`config.mk`:
```
export PLATFORM = sky130hd
export DESIGN_NAME = fifo_bank4_flat
export DESIGN_NICKNAME = d
export VERILOG_FILES = /design/src/rtl/fifo_bank4_pkg.sv /design/src/rtl/fifo_bank4_if.sv /design/src/rtl/fifo_bank4_single.sv /design/src/rtl/fifo_bank4.sv /design/src/flat_wrapper.sv
export SDC_FILE = /design/constraint.sdc
export NUM_CORES = 1
export LEC_CHECK = 0
export CAP_MARGIN = 5
export CORE_MARGIN = 1.5
export CORE_UTILIZATION = 60
export DETAILED_ROUTE_END_ITERATION = 16
export GPL_TIMING_DRIVEN = 0
export PLACE_DENSITY = 0.8
export SETUP_SLACK_MARGIN = 0.02
export SLEW_MARGIN = 0
export SYNTH_ARGS = -nofsm -noshare
export SYNTH_HDL_FRONTEND = slang
export SYNTH_SLANG_ARGS = --single-unit
```
`constraint.sdc`:
```
create_clock -name clk -period 3.25 [get_ports clk]
set_clock_uncertainty 0.05 [all_clocks]
set_input_delay 0.325 -clock clk [delete_from_list [all_inputs] [get_ports clk]]
set_output_delay 0.325 -clock clk [all_outputs]
set_load 0.01 [all_outputs]
```
`src/rtl/fifo_bank4_pkg.sv`:
```
// Shared constants and helpers for the four-FIFO bank and the arbiter that feeds it.
package fifo_bank4_pkg;

  localparam int DATA_W    = 12;
  localparam int N_FIFO    = 4;
  localparam int DEPTH     = 8;
  localparam int AF_THRESH = 6;

  // Isolates the lowest set bit; zero input gives zero.
  function automatic logic [N_FIFO-1:0] lowest_bit(input logic [N_FIFO-1:0] v);
    return v & (~v + N_FIFO'(1));
  endfunction

endpackage

```
`src/rtl/fifo_bank4_if.sv`:
```
// Bus between the arbiter (master) and the FIFO bank (slave).
// Handshake: push[i]/pop[i] are single-cycle strobes sampled at the rising edge; the bank never
// stalls, it reports back-pressure through almost_full/full and rejected strobes through error.
interface fifo_bank4_if #(
  parameter int DATA_W = fifo_bank4_pkg::DATA_W
);
  import fifo_bank4_pkg::*;

  logic [DATA_W-1:0]        data_in;
  logic [N_FIFO-1:0]        push;
  logic [N_FIFO-1:0]        pop;
  logic [N_FIFO*DATA_W-1:0] data_out;
  logic [N_FIFO-1:0]        empty;
  logic [N_FIFO-1:0]        almost_full;
  logic [N_FIFO-1:0]        full;
  logic [N_FIFO-1:0]        error;

  modport master (
    output data_in, push, pop,
    input  data_out, empty, almost_full, full, error
  );

  modport slave (
    input  data_in, push, pop,
    output data_out, empty, almost_full, full, error
  );

endinterface

```
`src/rtl/fifo_bank4_single.sv`:
```
// One circular-buffer FIFO with registered read word, occupancy flags and an error pulse.
module fifo_single
  import fifo_bank4_pkg::*;
#(
  parameter int DATA_W    = fifo_bank4_pkg::DATA_W,
  parameter int DEPTH     = fifo_bank4_pkg::DEPTH,
  parameter int AF_THRESH = fifo_bank4_pkg::AF_THRESH
) (
  input  logic              clk,
  input  logic              reset,
  input  logic [DATA_W-1:0] data_in,
  input  logic              push,
  input  logic              pop,
  input  logic              push_drop,
  output logic [DATA_W-1:0] data_out,
  output logic              empty,
  output logic              almost_full,
  output logic              full,
  output logic              error
);

  localparam int PTR_W = $clog2(DEPTH);
  localparam int CNT_W = PTR_W + 1;
  localparam logic [CNT_W-1:0] DEPTH_C = CNT_W'(DEPTH);
  localparam logic [CNT_W-1:0] AF_C    = CNT_W'(AF_THRESH);

  logic [DATA_W-1:0] mem_q [DEPTH];
  logic [PTR_W-1:0]  wr_ptr_q, wr_ptr_d;
  logic [PTR_W-1:0]  rd_ptr_q, rd_ptr_d;
  logic [CNT_W-1:0]  cnt_q, cnt_d;
  logic [DATA_W-1:0] data_out_q, data_out_d;
  logic              error_q, error_d;
  logic              push_ok, pop_ok;

  always_comb begin
    empty       = (cnt_q == '0);
    full        = (cnt_q == DEPTH_C);
    almost_full = (cnt_q >= AF_C);

    // A pop on a full FIFO frees the slot the simultaneous push lands in.
    pop_ok  = pop & ~empty;
    push_ok = push & (~full | pop_ok);

    wr_ptr_d   = wr_ptr_q;
    rd_ptr_d   = rd_ptr_q;
    cnt_d      = cnt_q;
    data_out_d = data_out_q;

    if (push_ok) wr_ptr_d = wr_ptr_q + PTR_W'(1);
    if (pop_ok) begin
      rd_ptr_d   = rd_ptr_q + PTR_W'(1);
      data_out_d = mem_q[rd_ptr_q];
    end

    case ({push_ok, pop_ok})
      2'b10:   cnt_d = cnt_q + CNT_W'(1);
      2'b01:   cnt_d = cnt_q - CNT_W'(1);
      default: cnt_d = cnt_q;
    endcase

    error_d = push_drop | (push & ~push_ok) | (pop & empty);
  end

  always_ff @(posedge clk) begin
    if (reset) begin
      wr_ptr_q   <= '0;
      rd_ptr_q   <= '0;
      cnt_q      <= '0;
      data_out_q <= '0;
      error_q    <= 1'b0;
    end else begin
      wr_ptr_q   <= wr_ptr_d;
      rd_ptr_q   <= rd_ptr_d;
      cnt_q      <= cnt_d;
      data_out_q <= data_out_d;
      error_q    <= error_d;
    end
  end

  // Storage is left unreset; occupancy alone decides which words are valid.
  always_ff @(posedge clk) begin
    if (!reset && push_ok) mem_q[wr_ptr_q] <= data_in;
  end

  assign data_out = data_out_q;
  assign error    = error_q;

endmodule

```
`src/rtl/fifo_bank4.sv`:
```
// Four independent FIFOs sharing one write bus; a multi-bit push writes only the lowest index.
module fifo_bank4
  import fifo_bank4_pkg::*;
#(
  parameter int DATA_W    = fifo_bank4_pkg::DATA_W,
  parameter int DEPTH     = fifo_bank4_pkg::DEPTH,
  parameter int AF_THRESH = fifo_bank4_pkg::AF_THRESH
) (
  input  logic         clk,
  input  logic         reset,
  fifo_bank4_if.slave  bus
);

  logic [N_FIFO-1:0] push_sel;
  logic [N_FIFO-1:0] push_drop;

  always_comb begin
    push_sel  = lowest_bit(bus.push);
    push_drop = bus.push & ~push_sel;
  end

  for (genvar i = 0; i < N_FIFO; i++) begin : g_fifo
    fifo_single #(
      .DATA_W    (DATA_W),
      .DEPTH     (DEPTH),
      .AF_THRESH (AF_THRESH)
    ) u_fifo (
      .clk         (clk),
      .reset       (reset),
      .data_in     (bus.data_in),
      .push        (push_sel[i]),
      .pop         (bus.pop[i]),
      .push_drop   (push_drop[i]),
      .data_out    (bus.data_out[i*DATA_W +: DATA_W]),
      .empty       (bus.empty[i]),
      .almost_full (bus.almost_full[i]),
      .full        (bus.full[i]),
      .error       (bus.error[i])
    );
  end

endmodule

```
`src/flat_wrapper.sv`:
```
// flat-port wrapper written by rule: the top's interface ports become plain ports
module fifo_bank4_flat import fifo_bank4_pkg::*;
#(
  parameter int DATA_W    = fifo_bank4_pkg::DATA_W,
  parameter int DEPTH     = fifo_bank4_pkg::DEPTH,
  parameter int AF_THRESH = fifo_bank4_pkg::AF_THRESH
)
  (clk, reset, bus_data_in, bus_push, bus_pop, bus_data_out, bus_empty, bus_almost_full, bus_full, bus_error);
  fifo_bank4_if #(.DATA_W(DATA_W)) bus_i ();
  input  logic clk;
  input  logic reset;
  input wire logic [$bits(bus_i.data_in)-1:0] bus_data_in;
  input wire logic [$bits(bus_i.push)-1:0] bus_push;
  input wire logic [$bits(bus_i.pop)-1:0] bus_pop;
  output wire logic [$bits(bus_i.data_out)-1:0] bus_data_out;
  output wire logic [$bits(bus_i.empty)-1:0] bus_empty;
  output wire logic [$bits(bus_i.almost_full)-1:0] bus_almost_full;
  output wire logic [$bits(bus_i.full)-1:0] bus_full;
  output wire logic [$bits(bus_i.error)-1:0] bus_error;
  assign bus_i.data_in = bus_data_in;
  assign bus_i.push = bus_push;
  assign bus_i.pop = bus_pop;
  assign bus_data_out = bus_i.data_out;
  assign bus_empty = bus_i.empty;
  assign bus_almost_full = bus_i.almost_full;
  assign bus_full = bus_i.full;
  assign bus_error = bus_i.error;
  fifo_bank4 #(.DATA_W(DATA_W), .DEPTH(DEPTH), .AF_THRESH(AF_THRESH)) u_core (.clk(clk), .reset(reset), .bus(bus_i));
endmodule
```
==> flow_summary.ini <==
[run_status]
status = complete, no violations

[logic_synthesis]
synthCells = 1092
synth_nets = 1135
ys_ff_latch = 476
ys_types = 52
syn_area_um2 = 18780
ys.flop_type = edfxtp_1
yosysSeqAreaShare_pct = 71.21
yosys.area_share.adder_pct = 1.559
synth_simple_gate_area_share_pct = 4.084
synth_warnings = 0
synth-async-reset-ratio_pct = 0
synth_xor_xnor_area_share_pct = 0.9327
synth_compound_area_share_pct = 4.797
synth_area_per_cell_um2 = 17.20
synth_mux_area_share_pct = 14.92
synth_edf_count = 384
synth_top_family_by_area = multiplexers

[timing]
rsz0062_at_grt = false
holdWs_ns = 0.1429
slew_headroom_pct = 10.44
min_period_over_period_pct = 95.74
min_period_ns = 3.111
hold_viol_final = 0
tightest_slew_ns = 1.339
fmax_ghz = 0.3214
fin_ws_ns = 0.1385
setup_viol = 0
maxSlewViolCount = 0
fin_tns_setup_ns = 0

[route]
viasPerCell = 6.266
routed_wl_mm = 42.28
vias = 10580
wl_per_cell_um = 25.03
first_pass_iters = 5
drcViolationCount = 0
postRouteAntennaNets = 0
dr.first_iter.drc_count = 1118

[worst_hold_path]
hold_class = in -> reg

[global_route]
grt_use_total_pct = 26.33
antenna_found_initial = 0
grt_max_degree = 33
grt_first_pass_wirelength_mm = 63.74
first_global_vias = 10820
grt_overflow_total = 0

[critical_path]
crit_arrival_ns = 3.51
crit_start = u_core.g_fifo[0].u_fifo.cnt_q[3]
worstPathRequired_ns = 3.65
cp-start-kind = flop
critPathMaxFanout = 10
r2r-start = u_core.g_fifo[0].u_fifo.cnt_q[3]
crit_end = u_core.g_fifo[0].u_fifo.cnt_q[3]
r2r_slack_ns = 0.14
critPathKind = reg -> reg
crit-reg2reg-capture = u_core.g_fifo[0].u_fifo.cnt_q[3]
endpoint_kind = flop
r2r_cells = 9

[placement]
io_buffers = 82
dp_cells = 1597
gp_congestion = 0.8394
placed_cell_area_um2 = 20470
dpl_worst_slack_ns = -0.5409
hpwl_mm = 26.53

[cells_and_area]
final_core_util_pct = 71.97
multi_input_area_um2 = 5065
drive_gt1_share_pct = 21.04
area_growth_pct = 17.53
final_nets = 1297
regArea_um2 = 13370
num_antenna_cells = 0
stdcell_count = 1689
fillers = 1789
fin_area_um2 = 22070

[clock_tree]
postCtsSetupRepairBufs = 0
htree_num_levels = 2
clock_latency_ns = 0.55
cts-root-buf = clkbuf_16
clock-sinks = 476
clkTransAtPathRegs_ns = 0.06
cts_tree = built
numCtsBuffers = 47
cts_hold_buf = 0
cts_buffer_depth = 3

[job]
drv_cap = 0

[floorplanning]
fp.dieH_um = 179.9
dieArea_um2 = 32370
io_pins = 86
core_area_um2 = 30670
start_util_pct = 61.24
rows = 64
die_w_um = 179.9

[power_and_ir_drop]
total_power_mw = 16.74
p_leak_nw = 7.214
peakVddDrop_uv = 484.7
powerDensity_nw_per_um2 = 758.5
cells in the final DEF (no fill, tap or decap), types with 7 or more instances in the layout:
cell type	instances
clkinv_2	10
buf_2	19
ha_1	17
o21ai_0	51
clkbuf_8	8
mux2i_1	56
clkbuf_1	50
nand2_1	37
nand2b_1	7
xor2_1	12
nor3_2	10
buf_6	15
dfxtp_1	92
a21oi_1	65
clkinv_1	8
buf_1	8
nor2_1	59
nor4b_2	7
inv_1	16
mux4_2	96
edfxtp_1	384
xnor2_1	8
buf_4	30
clkdlybuf4s50_1	82
clkbuf_16	48
synth_stat cells (3+ instances only):
cell,number,area share [%]
mux2i_1,56,3.0
a22oi_1,3,0.12
nand2b_1,7,0.23
nor4_1,8,0.27
a31oi_1,3,0.10
nor2_1,60,1.2
nor4b_1,6,0.28
nor3_1,16,0.43
xor2_1,12,0.56
inv_1,16,0.32
nor2b_1,3,0.10
ha_1,17,1.1
buf_4,16,0.64
fa_1,4,0.43
o211ai_1,5,0.20
mux4_2,96,12
o21ai_0,51,1.4
xnor2_1,8,0.37
buf_1,8,0.16
nand2_1,37,0.74
a21oi_1,65,1.7
o41a_1,4,0.24
nand3b_1,3,0.12
or3_1,3,0.10
nand3_1,6,0.16
clkbuf_1,41,0.82
o21a_1,3,0.12
mux2_2,6,0.36
dfxtp_1,92,9.8
edfxtp_1,384,61
buf_2,19,0.51
o41ai_1,3,0.14
a21o_1,6,0.24
cells by family after synthesis:
| kind of cell | count (synthesis) |
|---|---|
| muxes | 159 |
| DFF | 476 |
| adders and majority gates | 21 |
| xor gates and xnor gates | 20 |
| buffers and inverters | 103 |
| and+or+nand+nor | 160 |
| AOI/OAI and AO/OA | 153 |
where the power goes:
part / internal, mW / switching (mW) / total [mW]
clock: 3.06 / 2.21 / 5.27
sequential: 7.02 / 0.311 / 7.33
combinational: 2.00 / 2.14 / 4.14
metal layers:
metal / track usage, % / part of all wire [%]
met1: 35.21 / 39
met2: 44.46 / 50
met3: 3.809 / 7.4
met4: 9.800 / 3.1
met5: 0 / 0
worst min path at each step:
stage / from / to / depth (start not counted)
2_1_floorplan: bus_data_in[0] / u_core.g_fifo[0].u_fifo.mem_q[0][0] / 0
3_3_place_gp: u_core.g_fifo[1].u_fifo.wr_ptr_q[1] / u_core.g_fifo[1].u_fifo.wr_ptr_q[1] / 2
3_5_place_dp: u_core.g_fifo[2].u_fifo.data_out[7] / u_core.g_fifo[2].u_fifo.data_out[7] / 2
4_1_cts: bus_pop[3] / u_core.g_fifo[3].u_fifo.error / 3
5_1_grt: bus_pop[3] / u_core.g_fifo[3].u_fifo.error / 3
6_report: bus_pop[3] / u_core.g_fifo[3].u_fifo.error / 3
flip-flops by register name, summed over array words and instances, names as in the netlist:
| register | cells |
|---|---|
| u_core.g_fifo.u_fifo.mem_q | 384 |
| u_core.g_fifo.u_fifo.wr_ptr_q | 12 |
| u_core.g_fifo.u_fifo.data_out | 48 |
| u_core.g_fifo.u_fifo.error | 4 |
| u_core.g_fifo.u_fifo.rd_ptr_q | 12 |
| u_core.g_fifo.u_fifo.cnt_q | 16 |
timing repair:
action	in CTS	in global routing
pin swaps	0	0
endpoints found under the hold margin	0	0
resized for setup	1	1
setup endpoints to repair	1	12
worst max-delay path, cell delays in order, from the launching register on:
cell and delay [ns]:
dfxtp_1 0.34, o41a_1 0.43, clkbuf_1 0.26, clkbuf_2 0.33, ha_1 0.31, ha_1 0.29, a21o_1 0.17, a21oi_1 0.19
mux2i_1 0.28, mux2_2 0.35
cell type report:
class / count / share of cell area, %
Buffer: 84 / 1.814
Inverter: 19 / 0.3231
Clock buffer: 66 / 6.111
Multi-Input combinational cell: 513 / 22.95
Clock inverter: 22 / 0.7653
Timing Repair Buffer: 113 / 5.209
Sequential cell: 476 / 60.59
Tap cell: 396 / 2.245
(Power assumes the default switching activity.)
